`src/rtl/gnr_pkg.sv`:
```
// Shared FSM encoding and default widths for the attractor search controller.
package gnr_pkg;

    localparam int N_NODES_DEF = 16;
    localparam int CNT_W_DEF   = 32;

    // Result record field widths at default parameters.
    localparam int RES_INIT_W   = N_NODES_DEF;
    localparam int RES_MEET_W   = CNT_W_DEF;
    localparam int RES_PERIOD_W = CNT_W_DEF;
    localparam int RES_STATE_W  = N_NODES_DEF;

    typedef enum logic [2:0] {
        ST_IDLE,
        ST_LOAD,
        ST_FWD_A,
        ST_FWD_B,
        ST_FWD_CHK,
        ST_PER_STEP,
        ST_PER_CHK,
        ST_RESULT
    } gnr_state_t;

endpackage

```
`src/rtl/gnr_step_counter.sv`:
```
// Saturating step counter with synchronous clear; limit_hit once count reaches limit.
// Single-cycle update, no backpressure.
module gnr_step_counter #(
    parameter int CNT_W = 32
) (
    input  logic             clk,
    input  logic             rst,
    input  logic             clr,
    input  logic             inc,
    input  logic [CNT_W-1:0] limit,
    output logic [CNT_W-1:0] count,
    output logic             limit_hit
);

    always_ff @(posedge clk) begin
        if (!rst) begin
            count <= '0;
        end else if (clr) begin
            count <= '0;
        end else if (inc && (count != {CNT_W{1'b1}})) begin
            count <= count + 1'b1;
        end
    end

    assign limit_hit = (count >= limit);

endmodule

```
`src/rtl/gnr_attractor_ctrl.sv`:
```
// Tortoise/hare attractor search over a sweep of initial states of a Boolean network.
// Latency 2 + 3*meet + 2*period cycles per state; result held until res_ready.
module gnr_attractor_ctrl
    import gnr_pkg::*;
#(
    parameter int N_NODES = N_NODES_DEF,
    parameter int CNT_W   = CNT_W_DEF
) (
    input  logic               clk,
    input  logic               rst,
    input  logic               start,
    input  logic [N_NODES-1:0] cfg_first,
    input  logic [CNT_W-1:0]   cfg_num,
    input  logic [CNT_W-1:0]   cfg_max_steps,
    input  logic [N_NODES-1:0] s0_vec,
    input  logic [N_NODES-1:0] s1_vec,
    output logic               reset_nos,
    output logic               start_s0,
    output logic               start_s1,
    output logic [N_NODES-1:0] init_state,
    output logic               res_valid,
    input  logic               res_ready,
    output logic [N_NODES-1:0] res_init,
    output logic [CNT_W-1:0]   res_meet,
    output logic [CNT_W-1:0]   res_period,
    output logic [N_NODES-1:0] res_state,
    output logic               res_timeout,
    output logic               busy,
    output logic               done
);

    gnr_state_t         state_q, state_d;
    logic [N_NODES-1:0] cur_q;
    logic [CNT_W-1:0]   left_q;
    logic [CNT_W-1:0]   max_q;

    logic               m_clr, m_inc, m_hit;
    logic               p_clr, p_inc, p_hit;
    logic [CNT_W-1:0]   m_cnt, p_cnt;

    logic               fwd_eq, per_eq, zero_lim;

    assign fwd_eq   = (s0_vec == s1_vec);
    assign per_eq   = (s1_vec == res_state);
    assign zero_lim = (max_q == '0);
    assign busy     = (state_q != ST_IDLE);

    gnr_step_counter #(.CNT_W(CNT_W)) u_meet_cnt (
        .clk       (clk),
        .rst       (rst),
        .clr       (m_clr),
        .inc       (m_inc),
        .limit     (max_q),
        .count     (m_cnt),
        .limit_hit (m_hit)
    );

    gnr_step_counter #(.CNT_W(CNT_W)) u_period_cnt (
        .clk       (clk),
        .rst       (rst),
        .clr       (p_clr),
        .inc       (p_inc),
        .limit     (max_q),
        .count     (p_cnt),
        .limit_hit (p_hit)
    );

    always_ff @(posedge clk) begin
        if (!rst) begin
            state_q <= ST_IDLE;
        end else begin
            state_q <= state_d;
        end
    end

    always_comb begin
        state_d    = state_q;
        reset_nos  = 1'b0;
        start_s0   = 1'b0;
        start_s1   = 1'b0;
        init_state = '0;
        res_valid  = 1'b0;
        m_clr      = 1'b0;
        m_inc      = 1'b0;
        p_clr      = 1'b0;
        p_inc      = 1'b0;
        case (state_q)
            ST_IDLE: begin
                if (start) begin
                    state_d = (cfg_num == '0) ? ST_IDLE : ST_LOAD;
                end
            end
            ST_LOAD: begin
                reset_nos  = 1'b1;
                init_state = cur_q;
                m_clr      = 1'b1;
                state_d    = ST_FWD_A;
            end
            ST_FWD_A: begin
                start_s0 = 1'b1;
                start_s1 = 1'b1;
                state_d  = ST_FWD_B;
            end
            ST_FWD_B: begin
                start_s0 = 1'b1;
                start_s1 = 1'b1;
                m_inc    = 1'b1;
                state_d  = ST_FWD_CHK;
            end
            ST_FWD_CHK: begin
                // A zero limit times out before a meet is even considered.
                if (zero_lim) begin
                    state_d = ST_RESULT;
                end else if (fwd_eq) begin
                    p_clr   = 1'b1;
                    state_d = ST_PER_STEP;
                end else if (m_hit) begin
                    state_d = ST_RESULT;
                end else begin
                    state_d = ST_FWD_A;
                end
            end
            ST_PER_STEP: begin
                start_s1 = 1'b1;
                p_inc    = 1'b1;
                state_d  = ST_PER_CHK;
            end
            ST_PER_CHK: begin
                if (per_eq || p_hit) begin
                    state_d = ST_RESULT;
                end else begin
                    state_d = ST_PER_STEP;
                end
            end
            ST_RESULT: begin
                res_valid = 1'b1;
                if (res_ready) begin
                    state_d = (left_q == CNT_W'(1)) ? ST_IDLE : ST_LOAD;
                end
            end
            default: state_d = ST_IDLE;
        endcase
    end

    always_ff @(posedge clk) begin
        if (!rst) begin
            cur_q       <= '0;
            left_q      <= '0;
            max_q       <= '0;
            res_init    <= '0;
            res_meet    <= '0;
            res_period  <= '0;
            res_state   <= '0;
            res_timeout <= 1'b0;
            done        <= 1'b0;
        end else begin
            done <= 1'b0;
            case (state_q)
                ST_IDLE: begin
                    if (start) begin
                        cur_q  <= cfg_first;
                        left_q <= cfg_num;
                        max_q  <= cfg_max_steps;
                        done   <= (cfg_num == '0);
                    end
                end
                ST_LOAD: begin
                    res_init    <= cur_q;
                    res_meet    <= '0;
                    res_period  <= '0;
                    res_state   <= '0;
                    res_timeout <= 1'b0;
                end
                ST_FWD_CHK: begin
                    if (zero_lim) begin
                        res_timeout <= 1'b1;
                    end else if (fwd_eq) begin
                        res_meet  <= m_cnt;
                        res_state <= s0_vec;
                    end else if (m_hit) begin
                        res_timeout <= 1'b1;
                    end
                end
                ST_PER_CHK: begin
                    if (per_eq) begin
                        res_period <= p_cnt;
                    end else if (p_hit) begin
                        res_timeout <= 1'b1;
                    end
                end
                ST_RESULT: begin
                    if (res_ready) begin
                        cur_q  <= cur_q + 1'b1;
                        left_q <= left_q - 1'b1;
                        done   <= (left_q == CNT_W'(1));
                    end
                end
                default: ;
            endcase
        end
    end

endmodule

```
`config.mk`:
```
export PLATFORM = sky130hd
export DESIGN_NAME = gnr_attractor_ctrl
export DESIGN_NICKNAME = d
export VERILOG_FILES = /design/src/rtl/gnr_pkg.sv /design/src/rtl/gnr_step_counter.sv /design/src/rtl/gnr_attractor_ctrl.sv
export SDC_FILE = /design/constraint.sdc
export NUM_CORES = 1
export LEC_CHECK = 0
export CORE_MARGIN = 1
export CORE_UTILIZATION = 31
export CTS_BUF_LIST = sky130_fd_sc_hd__clkbuf_8
export DETAILED_ROUTE_END_ITERATION = 8
export PLACE_DENSITY_LB_ADDON = 0.2
export SYNTH_ARGS = -nofsm -noshare
export SYNTH_HDL_FRONTEND = slang
export SYNTH_SLANG_ARGS = --single-unit
```
`constraint.sdc`:
```
create_clock -name clk -period 2.87 [get_ports clk]
set_clock_uncertainty 0.05 [all_clocks]
set_input_delay 0.574 -clock clk [delete_from_list [all_inputs] [get_ports clk]]
set_output_delay 0.574 -clock clk [all_outputs]
set_load 0.005 [all_outputs]
```
### Yosys cells after proc, flatten, opt, wreduce, memory -nomap -nowiden

Index checks and enable logic that the tools add are counted.

| word-level totals | value |
|---|---|
| register bits after elaboration | 245 |
| word-level logic and storage cells | 103 |

| cells by class | value |
|---|---|
| equal/unequal tests | 21 |
| add/sub/neg operators | 4 |
| $lt $le $gt $ge | 2 |
| muxes and demuxes | 42 |
| reduce and logical (&&, ||, !) cells | 21 |
| bitwise operators | 1 |

Operator list:

| operator | number |
|---|---|
| 32-bit case mux with 2 select lines | 3 |
| 32-bit two-way mux | 5 |
| 16-bit two-way mux | 5 |
| 32-bit by 1-bit adder with 32-bit output (second input constant) | 2 |
| 32-bit greater-or-equal comparator | 2 |
| 32-bit logical NOT | 2 |
| 32-bit inequality test (second input constant) | 2 |
| 16-bit case mux with 2 select lines | 2 |
| 16-bit equality test | 2 |
| 32-bit by 1-bit equality test with 1-bit output (second input constant) | 1 |
| 32-bit by 1-bit subtractor with 32-bit output (second input constant) | 1 |
| 3-bit case mux with 8 select lines | 1 |
| 1-bit two-way mux | 18 |
| 16-bit by 1-bit adder with 16-bit output (second input constant) | 1 |
| 3-bit two-way mux | 5 |
| 2-bit inequality test (second input constant) | 7 |
| 3-bit equality test (second input constant) | 4 |
| 3-bit by 2-bit equality test with 1-bit output (second input constant) | 2 |
| 3-bit inequality test (second input constant) | 2 |
| 2-bit AND reduction | 3 |
| 3-bit AND reduction | 2 |
| 2-bit nonzero test | 3 |
| 3-bit nonzero test | 2 |
| 2-bit OR reduction | 3 |
| other kinds (10) | 11 |

### Depth between registers and ports, before layout

| depth | value |
|---|---|
| depth in word-level cells | 5 |
| gate-level depth with buffers | 10 |

### Cells and area by module

Synthesis repeated with hierarchy kept, for this count alone.

| unflattened totals | value |
|---|---|
| cells, all modules | 1723 |
| area, all modules | 13609.3 um^2 |

Modules (own cells, without submodules):

| module | cells each | instances | area each (um^2) |
|---|---|---|---|
| gnr_attractor_ctrl | 1113 | 1 | 8764.7 |
| gnr_step_counter (u_period_cnt) | 302 | 1 | 2431.1 |
| gnr_step_counter (u_meet_cnt) | 308 | 1 | 2413.6 |

### Worst setup path before layout

No wires, ideal clock.

| path | value |
|---|---|
| kind | register to register |
| start | register max_q[13] |
| end | register res_timeout |
| required time | 2.698 ns |
| library setup time | 0.122 ns |
| slack | 0.518 ns |
| arrival time | 2.180 ns |
| stages on the path, launching flop included | 10 |
| buffers on the path | 0 |
| path through | dfxtp_1 > inv_1 > ha_1 > a21oi_1 > o21ai_0 > a221oi_1 > nor4_1 > a2111oi_0 > nor3_1 > o311a_1 |

| between the ends | value |
|---|---|
| word-level cells in the longest chain between the ends | 3 |

Ends and longest elaborated chain:

| what | RTL line | RTL |
|---|---|---|
| from (decl) | gnr_attractor_ctrl.sv:35 | `logic [CNT_W-1:0] max_q;` |
| from (signal assigned) | gnr_attractor_ctrl.sv:163 | `max_q <= cfg_max_steps;` |
| 32-bit greater-or-equal comparator / 32-bit logical NOT (equally long branches) | gnr_step_counter.sv:25, gnr_attractor_ctrl.sv:45 |  |
| 3-bit inequality test (no source line) (tied with other cells) | n/a |  |
| 5-bit AND reduction (no source line) / 1-bit case mux with 3 select lines (equally long branches) | n/a |  |
| to (signal assigned) | gnr_attractor_ctrl.sv:154 | `res_timeout <= 1'b0;` |
| to (signal assigned) | gnr_attractor_ctrl.sv:172 | `res_timeout <= 1'b0;` |
| to (signal assigned) | gnr_attractor_ctrl.sv:176 | `res_timeout <= 1'b1;` |
| to (decl) | gnr_attractor_ctrl.sv:27 | `output logic res_timeout,` |

Parallel ways exist; a longest one is shown, timed or not.
A chain may end at the register's enable or synchronous reset.

### Final worst setup path

| path | value |
|---|---|
| start | register state_q[0] |
| end | output port init_state[0] |

| between the ends | value |
|---|---|
| word-level cells in the longest chain between the ends | 2 |

Ends and longest elaborated chain:

| what | RTL line | RTL |
|---|---|---|
| from (decl) | gnr_attractor_ctrl.sv:32 | `gnr_state_t state_q, state_d;` |
| from (signal assigned) | gnr_attractor_ctrl.sv:72 | `state_q <= state_d;` |
| 3-bit by 1-bit equality test with 1-bit output | gnr_attractor_ctrl.sv:87 | `case (state_q)` |
| 16-bit two-way mux | gnr_attractor_ctrl.sv:87 |  |
| to (decl) | gnr_attractor_ctrl.sv:20 | `output logic [N_NODES-1:0] init_state,` |

Every way passes these cells.

==> impl_metrics.toml <==
[logic_synthesis]
yosysTopAreaCellShare_pct = 38.6
synth_area_leaders = "dfxtp_1 39%, a21oi_1 8.5%, nand2_1 7.9%"
synth_seq_cells = 245
synth_cell_types = 75
synthArstFlopShare_pct = 0
synth_area_per_cell_um2 = 7.68
synth_top_area_cell = "dfxtp_1"
yosysMostFrequentCell = "nand2_1"
synth_cells = 1653
synth_edf_count = 0
synth_flop_cell = "dfxtp_1"
syn_area_um2 = 12700
synth_fp_nets = 1838
ys_warn_count = 0
ys_seq_area_share_pct = 38.6
synth_common_cells = "266 x nand2_1, 245 x dfxtp_1, 215 x a21oi_1"

[setup_path]
required_ns = 2.25
cp_max_fo = 9
arrival_ns = 2.23
cp-end-kind = "output port"
r2r_start = "max_q[21]$_SDFFE_PN0P_"
criticalPathCategory = "reg -> out"
critPathLaunchType = "register"
crit_chain = "inv_2 > or3_4 > clkinv_8 > nand2_1 > inv_2 > clkdlybuf4s50_1"
slowest_stage = "clkdlybuf4s50_1"
crit_start = "state_q[0]$_SDFFE_PN0P_"
rr_worst_depth = 11
r2r_end = "state_q[0]$_SDFFE_PN0P_"
slowest_delay_ns = 0.50
reg2reg_slack_ns = 0.16
crit_top_cell = "inv_2"

[route]
routed_wl_um = 41400
drcViolationCount = 0
via_per_inst = 5.11
initialDrtViolationCount = 720
antenna_left = 0
dr.pass1.iters = 8
wire_per_inst_um = 16.7
dr_total_vias = 12700

[place]
placed_area_um2 = 16000
placedCellCount = 2394
port_buffers = 234
finalWeightedCongestion = 0.857
place_hpwl_um = 30100

[hold_path]
holdPathStages = 2
hp-start = "res_period[20]$_SDFFE_PN0P_"
min_path_type = "reg -> reg"
min_to = "res_period[20]$_SDFFE_PN0P_"

[sta]
slew_violations = 0
tightestPinTransition_ns = 0.764
max_freq_mhz = 350
finalCritPeriodShare_pct = 99.5
min_period_ns = 2.86
finalSetupViolCount = 0
rsz0062_at_grt = "yes"
hold_violations = 0
maxSlewHeadroom_pct = 49.1

[power_and_ir_drop]
p_switching_w = 0.00290
power_leakage_nw = 6.74
p_int_w = 0.00641
ir_worst_vdd_uv = 302
p_seq_share_pct = 40.6
power_density_nw_per_um2 = 544
switching_share_pct = 31.2
clock_power_share_pct = 39.2
power_frac_comb_pct = 20.3

[clock_tree]
root_buffer = "clkbuf_8"
path_clk_slew_ns = 0.06
clk_latency_ns = 0.61
htreeDepth = 2
clockBufferDepth = 3
clkSinkCount = 245
cts_tree = "built"
holdBufCountCts = 0
cts_made_buffers = 47

[final_layout]
area_delta_synth_final_pct = 34.8
antenna_cells = 0
finalNonFillerCells = 2482
nNetsFinal = 2108
fin_area_um2 = 17100
drive_gt1_share_pct = 9.91

[global_route]
grt_use_total_pct = 19.5
grt.overflow.total = 0
grt_max_degree = 70
grt_pass1_vias = 12100
antenna_found_initial = 0
grt_first_pass_wirelength_um = 65400

[die]
start_util_pct = 31.7
core_area_um2 = 40100
die_y_um = 204
num_rows = 73
dieWidth_um = 204
io_pins = 235
die-area_um2 = 41800

[job]
cap_violations = 0

[outcome]
status = "complete, no violations"
layer usage:
metal	GRT usage, %	vias to the layer above	part of all wire, %
met5	0	-	0
met4	6.21	0	2.4
met3	3.48	71	6.2
met2	32.2	348	47
met1	25.7	5922	44
li1	-	6345	-
cells by family after synthesis:
group / count (synthesis) / synth area share [%]
adder cells (fa/ha/maj): 69 / 6.80
buffers and inverters: 165 / 5.04
AND/OR/NAND/NOR: 716 / 26.8
flip-flops: 245 / 38.6
AO/OA/AOI/OAI: 369 / 16.6
multiplexers: 2 / 0.158
XOR/XNOR: 87 / 6.00
registers in the layout, summed over array words and instances, names as in the netlist:
signal and flops:
cur_q 16, done 1, left_q 32, max_q 32, res_init 16, res_meet 32
res_period 32, res_state 16, res_timeout 1, state_q 3, u_meet_cnt.count 32, u_period_cnt.count 32
what timing repair did:
| item | CTS | global route |
|---|---|---|
| buffers inserted | 2 | 2 |
| gates cloned | 0 | 1 |
| endpoints found under the setup margin | 19 | 17 |
| gates resized for setup | 9 | 19 |
power groups by stage:
stage / registers [W] / logic [W] / clock network, W
after global placement: 0.00384 / 0.00182 / 0
after global routing: 0.00380 / 0.00209 / 0.00393
final: 0.00378 / 0.00189 / 0.00365
after floorplan: 0.00379 / 0.00110 / 0
after detailed placement: 0.00384 / 0.00185 / 0
after CTS: 0.00377 / 0.00187 / 0.00378
stage by stage:
stage | total power, W | utilization [%] | hold WS [ns] | setup slack, ns | TNS [ns]
floorplan | 0.00489 | - | 0.395 | 0.518 | 0
detailed placement | 0.00569 | 40.0 | 0.396 | -0.00358 | -0.00887
finish | 0.00931 | 42.7 | 0.399 | 0.0144 | 0
global placement | 0.00566 | 40.0 | 0.391 | 0.0226 | 0
global route | 0.00982 | 42.7 | 0.418 | -0.0680 | -0.310
CTS | 0.00942 | 42.5 | 0.403 | -0.00594 | -0.00594
worst max-delay path by stage:
stage,to,slack (ns),cells after the start
6_report,init_state[0],0.01,6
5_1_grt,init_state[11],-0.07,6
4_1_cts,init_state[0],-0.006,6
3_5_place_dp,res_meet[31]$_SDFFE_PN0P_,-0.004,9
3_3_place_gp,res_meet[24]$_SDFFE_PN0P_,0.02,9
2_1_floorplan,res_timeout$_SDFFE_PN0P_,0.52,9
final cells by class:
| class | count | area [um2] |
|---|---|---|
| repair inverters | 1 | 11.3 |
| multi-input cells | 1243 | 7210 |
| fillers | 4015 | 23000 |
| clock inverters | 20 | 125 |
| well taps | 525 | 657 |
| inverters | 69 | 274 |
| repair buffers | 316 | 3070 |
| clock buffers | 63 | 867 |
| flip-flops and latches | 245 | 4910 |
cell usage in the layout, fill, tap and decap left out, types with 31 or more instances in the layout:
cell / n
nor4_1: 31
a21oi_1: 214
o21ai_0: 65
clkdlybuf4s50_1: 223
nand3_1: 130
clkbuf_8: 63
ha_1: 69
dfxtp_1: 244
buf_4: 75
nor2_1: 138
inv_1: 72
xor2_1: 66
nand4_1: 33
nand2_1: 265
critical path, delay by kind of cell, from the launching register on:
| family | cells | cell delay (ns) |
|---|---|---|
| buffers and inverters | 4 | 0.75 |
| AND/OR/NAND/NOR | 2 | 0.55 |
| flip-flops | 1 | 0.34 |
Power figures use the tool's default switching activity.
